`config.mk`:
```
export PLATFORM = sky130hd
export DESIGN_NAME = echo_delay_ctrl
export DESIGN_NICKNAME = d
export VERILOG_FILES = /design/src/rtl/echo_delay_ctrl.sv
export SDC_FILE = /design/constraint.sdc
export NUM_CORES = 1
export LEC_CHECK = 0
export CAP_MARGIN = 25
export CORE_MARGIN = 2
export CORE_UTILIZATION = 47
export CTS_BUF_LIST = sky130_fd_sc_hd__clkbuf_16
export DETAILED_ROUTE_END_ITERATION = 8
export PLACE_DENSITY = 0.86
export REMOVE_ABC_BUFFERS = 1
export SETUP_SLACK_MARGIN = 0.05
export SLEW_MARGIN = 20
export SYNTH_ARGS = -nofsm -noshare
export SYNTH_HDL_FRONTEND = slang
export SYNTH_SLANG_ARGS = --single-unit
```
`constraint.sdc`:
```
create_clock -name clock -period 3.9 [get_ports clock]
set_clock_uncertainty 0.05 [all_clocks]
set_input_delay 0.39 -clock clock [delete_from_list [all_inputs] [get_ports clock]]
set_output_delay 0.39 -clock clock [all_outputs]
set_load 0.03 [all_outputs]
```
`src/rtl/echo_delay_ctrl.sv`:
```
// Stereo echo delay sequencer: time-shares one single-port sample RAM between the
// left and right delay lines, one read-old/write-new pair per channel per sample.
module echo_delay_ctrl #(
    parameter int unsigned ADDR_W = 12,
    parameter int unsigned DATA_W = 24
) (
    input  logic              clock,
    input  logic              reset,
    input  logic              valid,
    input  logic [DATA_W-1:0] audio_in_l,
    input  logic [DATA_W-1:0] audio_in_r,
    input  logic [ADDR_W-1:0] delay_len,
    output logic [ADDR_W:0]   ram_addr,
    output logic              ram_we,
    output logic [DATA_W-1:0] ram_wdata,
    input  logic [DATA_W-1:0] ram_rdata,
    output logic [DATA_W-1:0] dly_l,
    output logic [DATA_W-1:0] dly_r,
    output logic              dly_valid,
    output logic              busy,
    output logic              overrun
);

    localparam logic [ADDR_W:0] FillMax = {1'b1, {ADDR_W{1'b0}}};

    typedef enum logic [2:0] {
        StIdle, StRdL, StWaitL, StWrL, StRdR, StWaitR, StWrR, StDone
    } state_e;

    state_e              state_q, state_d;
    logic [ADDR_W-1:0]   wr_ptr_q;
    logic [ADDR_W:0]     fill_q;
    logic [ADDR_W-1:0]   d_q, d_d;
    logic [ADDR_W-1:0]   rd_ptr;
    logic [DATA_W-1:0]   samp_l_q, samp_r_q;
    logic [DATA_W-1:0]   hold_l_q, hold_r_q;
    logic                accept;
    logic [ADDR_W:0]     addr_d;
    logic                we_d;
    logic [DATA_W-1:0]   wdata_d;

    always_comb begin
        state_d = state_q;
        d_d     = d_q;
        accept  = 1'b0;
        unique case (state_q)
            StIdle: begin
                if (valid) begin
                    accept  = 1'b1;
                    d_d     = (delay_len == '0) ? ADDR_W'(1) : delay_len;
                    state_d = StRdL;
                end
            end
            StRdL:   state_d = StWaitL;
            StWaitL: state_d = StWrL;
            StWrL:   state_d = StRdR;
            StRdR:   state_d = StWaitR;
            StWaitR: state_d = StWrR;
            StWrR:   state_d = StDone;
            StDone:  state_d = StIdle;
        endcase
    end

    // wr_ptr is stable for the whole sequence, so rd_ptr can be derived combinationally.
    assign rd_ptr = wr_ptr_q - d_d;

    // RAM strobes are registered against the state being entered so they line up with it.
    always_comb begin
        addr_d  = ram_addr;
        we_d    = 1'b0;
        wdata_d = ram_wdata;
        case (state_d)
            StRdL: addr_d = {1'b0, rd_ptr};
            StRdR: addr_d = {1'b1, rd_ptr};
            StWrL: begin
                addr_d  = {1'b0, wr_ptr_q};
                we_d    = 1'b1;
                wdata_d = samp_l_q;
            end
            StWrR: begin
                addr_d  = {1'b1, wr_ptr_q};
                we_d    = 1'b1;
                wdata_d = samp_r_q;
            end
            default: ;
        endcase
    end

    always_ff @(posedge clock) begin
        if (reset) begin
            state_q   <= StIdle;
            wr_ptr_q  <= '0;
            fill_q    <= '0;
            d_q       <= ADDR_W'(1);
            samp_l_q  <= '0;
            samp_r_q  <= '0;
            hold_l_q  <= '0;
            hold_r_q  <= '0;
            ram_addr  <= '0;
            ram_we    <= 1'b0;
            ram_wdata <= '0;
            dly_l     <= '0;
            dly_r     <= '0;
            dly_valid <= 1'b0;
            overrun   <= 1'b0;
        end else begin
            state_q   <= state_d;
            d_q       <= d_d;
            ram_addr  <= addr_d;
            ram_we    <= we_d;
            ram_wdata <= wdata_d;
            dly_valid <= (state_q == StDone);
            if (accept) begin
                samp_l_q <= audio_in_l;
                samp_r_q <= audio_in_r;
            end
            if (valid && state_q != StIdle) begin
                overrun <= 1'b1;
            end
            if (state_q == StWrL) begin
                hold_l_q <= ram_rdata;
            end
            if (state_q == StWrR) begin
                hold_r_q <= ram_rdata;
            end
            if (state_q == StDone) begin
                // Until d samples have been written the read slot holds stale data.
                dly_l    <= (fill_q >= {1'b0, d_q}) ? hold_l_q : '0;
                dly_r    <= (fill_q >= {1'b0, d_q}) ? hold_r_q : '0;
                wr_ptr_q <= wr_ptr_q + ADDR_W'(1);
                if (fill_q != FillMax) begin
                    fill_q <= fill_q + 1'b1;
                end
            end
        end
    end

    assign busy = (state_q != StIdle);

endmodule
```
==> impl_metrics.csv <==
group,metric,value,unit
detailed_routing,route.detailed.drc,0,
setup_path,worstPathRequired,4210,ps
grt,grt_busiest_layer,"met2",
place,gp_congestion,0.966,
timing,finalHoldViolCount,0,
detailed_routing,ant_nets,0,
finish,nets,1290,
floorplan,die_w,142,µm
floorplan,core-area,0.0187,mm²
detailed_routing,vias,7842,
synthesis,yosysSeqAreaShare,0.500,
grt,met2_usage,0.367,
grt,first_global_vias,7258,
floorplan,initial_core_util,0.479,
timing,period_minus_slack,3510,ps
grt,overflow,0,
floorplan,die_h,142,µm
finish,syn2layout_area_growth,29.2,%
grt,grt_max_degree,107,
place,port_buffers,175,
synthesis,synth.distinct_cells,59,
min_path,hold_path_class,"in2reg",
floorplan,fp-row-count,50,
finish,final_cell_mix,"224 x dfxtp_1, 220 x nand2_1, 174 x clkdlybuf4s50_1, 131 x a21oi_1, 89 x nor2_1",
detailed_routing,routedWlPerCell,15.9,µm
grt,grt_util_met3,0.0397,
synthesis,avgSynthCellArea,8.73,µm²
setup_path,path_class,"reg2reg",
timing,fmax,285,MHz
timing,worst_pin_slew,763,ps
finish,n_fill_cell,1546,
grt,grt_pass1_wl,36.0,mm
floorplan,dieArea,0.0202,mm²
synthesis,yosysWarnings,0,
cts,path_clk_slew,60,ps
grt,grt_usage,0.217,
timing,finalMaxSlewViolations,0,
cts,cts_max_level,1,
synthesis,async_reset_ff_frac,0,
finish,drive_above_1_share,0.0505,
pwr,total_leakage_power,4.33,nW
finish,antennaDiodeCount,0,
synthesis,synth_cells,1027,
cts,cts_max_path_buffers,3,
floorplan,boundaryPins,176,
timing,holdWs,379,ps
timing,fin_setup_tns,0,ps
timing,post-route-period-util,0.901,
detailed_routing,drt_first_pass_iters,5,
cts,ctsResizeCount,0,
cts,cts.sinks,224,
cts,post_cts_buffers,0,
setup_path,cp.arrival,3830,ps
finish,layout_commonest_cell,"dfxtp_1",
detailed_routing,drtIter0Drc,477,
finish,fin_util,0.619,
cts,cts_made_buffers,23,
detailed_routing,vias_per_cell,5.51,
timing,slew_headroom,0.491,
timing,setup_viol,0,
synthesis,syn-cell-area,0.00897,mm²
cts,hold_buffers,0,
synthesis,synth_edf_count,0,
outcome,status,"finished clean",
cts,clock_latency,500,ps
cts,cts_tree,"done",
grt,grt_util_met1,0.288,
grt,antenna_found_initial,0,
pwr,powerDensity,449,mW/mm²
pwr,peakVddDrop,340,µV
synthesis,ys_ff_latch,224,
setup_path,critPathCaptureType,"flip-flop",
timing,rsz0062_at_grt,"no",
place,hpwl,15.0,mm
detailed_routing,wl,22.6,mm
cts,root_buffer,"clkbuf_16",
setup_path,start_kind,"flip-flop",
synthesis,synth_flop_cell,"dfxtp_1",
run,cap_violations,0,
setup_path,crit_fanout,23,
-- Yosys cell counts (3+ instances only) --
cell type | count | area [µm²]
nor2b_1 | 3 | 18.8
buf_2 | 16 | 80.1
a21oi_1 | 132 | 661
a21o_1 | 9 | 67.6
nand4_1 | 13 | 81.3
inv_1 | 19 | 71.3
nor2_1 | 90 | 338
xor2_1 | 11 | 96.3
and3_1 | 6 | 37.5
mux2i_1 | 24 | 240
a211oi_1 | 26 | 195
nand2_1 | 220 | 826
a31oi_1 | 4 | 25.0
or2_2 | 3 | 18.8
nor4_1 | 5 | 31.3
o211ai_1 | 4 | 30.0
o21ai_0 | 11 | 55.1
a22o_1 | 48 | 420
buf_1 | 4 | 15.0
or3_1 | 4 | 25.0
a22oi_1 | 3 | 22.5
ha_1 | 27 | 338
nand3_1 | 8 | 40.0
nor3_1 | 11 | 55.1
xnor2_1 | 12 | 105
o221ai_1 | 3 | 26.3
clkbuf_1 | 44 | 165
dfxtp_1 | 224 | 4480
-- worst max-delay path: stages (launching register included) --
cell and delay (ps):
dfxtp_1 640, nor4b_4 80, buf_4 220, a21oi_1 210, ha_1 200, inv_1 50
fa_1 420, a211oi_1 410, o21ai_0 160, o2111ai_1 110, mux2_2 350, a2111oi_0 450
-- where the power goes --
group | switching [W] | internal [W]
clock network | 0.000881 | 0.00114
logic | 0.000419 | 0.000309
registers | 0.0000603 | 0.00239
-- per-layer routing --
layer | vias to the layer above | share of wire
met5 | - | 0
met4 | 0 | 0.017
met3 | 30 | 0.062
met2 | 222 | 0.47
met1 | 3728 | 0.45
li1 | 3862 | -
-- final timing paths --
kind | from | endpoint | slack, ps | depth (start not counted)
min | reset | d_q[1] | 380 | 2
min reg2reg | hold_r_q[15] | hold_r_q[15] | 400 | 2
max reg2reg | state_q[0] | ram_addr[8] | 390 | 11
max | state_q[0] | ram_addr[8] | 390 | 11
-- cell families (layout without fill, tap and decap cells) --
| group | Yosys count | after routing | share of synthesized area |
|---|---|---|---|
| muxes | 25 | 25 | 0.0280 |
| AOI/OAI and AO/OA | 261 | 261 | 0.188 |
| DFF | 224 | 224 | 0.500 |
| buffers and inverters | 87 | 249 | 0.0412 |
| and+or+nand+nor | 379 | 379 | 0.180 |
| adders and majority gates | 28 | 28 | 0.0399 |
| xor gates and xnor gates | 23 | 23 | 0.0225 |
-- registers in the layout, summed over array words and instances (netlist names), 3 cells and up --
register   cells
d_q           12
ram_addr      13
wr_ptr_q      12
hold_r_q      24
samp_l_q      24
state_q        3
hold_l_q      24
dly_r         24
samp_r_q      24
dly_l         24
ram_wdata     24
fill_q        13
-- per-stage QoR --
stage	power, W	instances	area (µm²)	setup slack, ps
floorplan	0.00289	959	8670	-765
global route	0.00539	1423	11600	144
finish	0.00520	1423	11600	387
detailed placement	0.00322	1383	10900	48.4
CTS	0.00523	1422	11600	417
global placement	0.00320	1382	10800	300
-- area by class of cell --
| cell class | instances | area (µm²) | area share |
|---|---|---|---|
| inverter | 19 | 71.3 | 0.00616 |
| timing repair buffer | 191 | 1910 | 0.165 |
| multi-input combinational | 716 | 4140 | 0.357 |
| tap | 234 | 293 | 0.0253 |
| sequential | 224 | 4480 | 0.387 |
| clock buffer | 23 | 576 | 0.0497 |
| clock inverter | 16 | 111 | 0.00961 |
No activity file was read; power rests on OpenSTA's default activity.
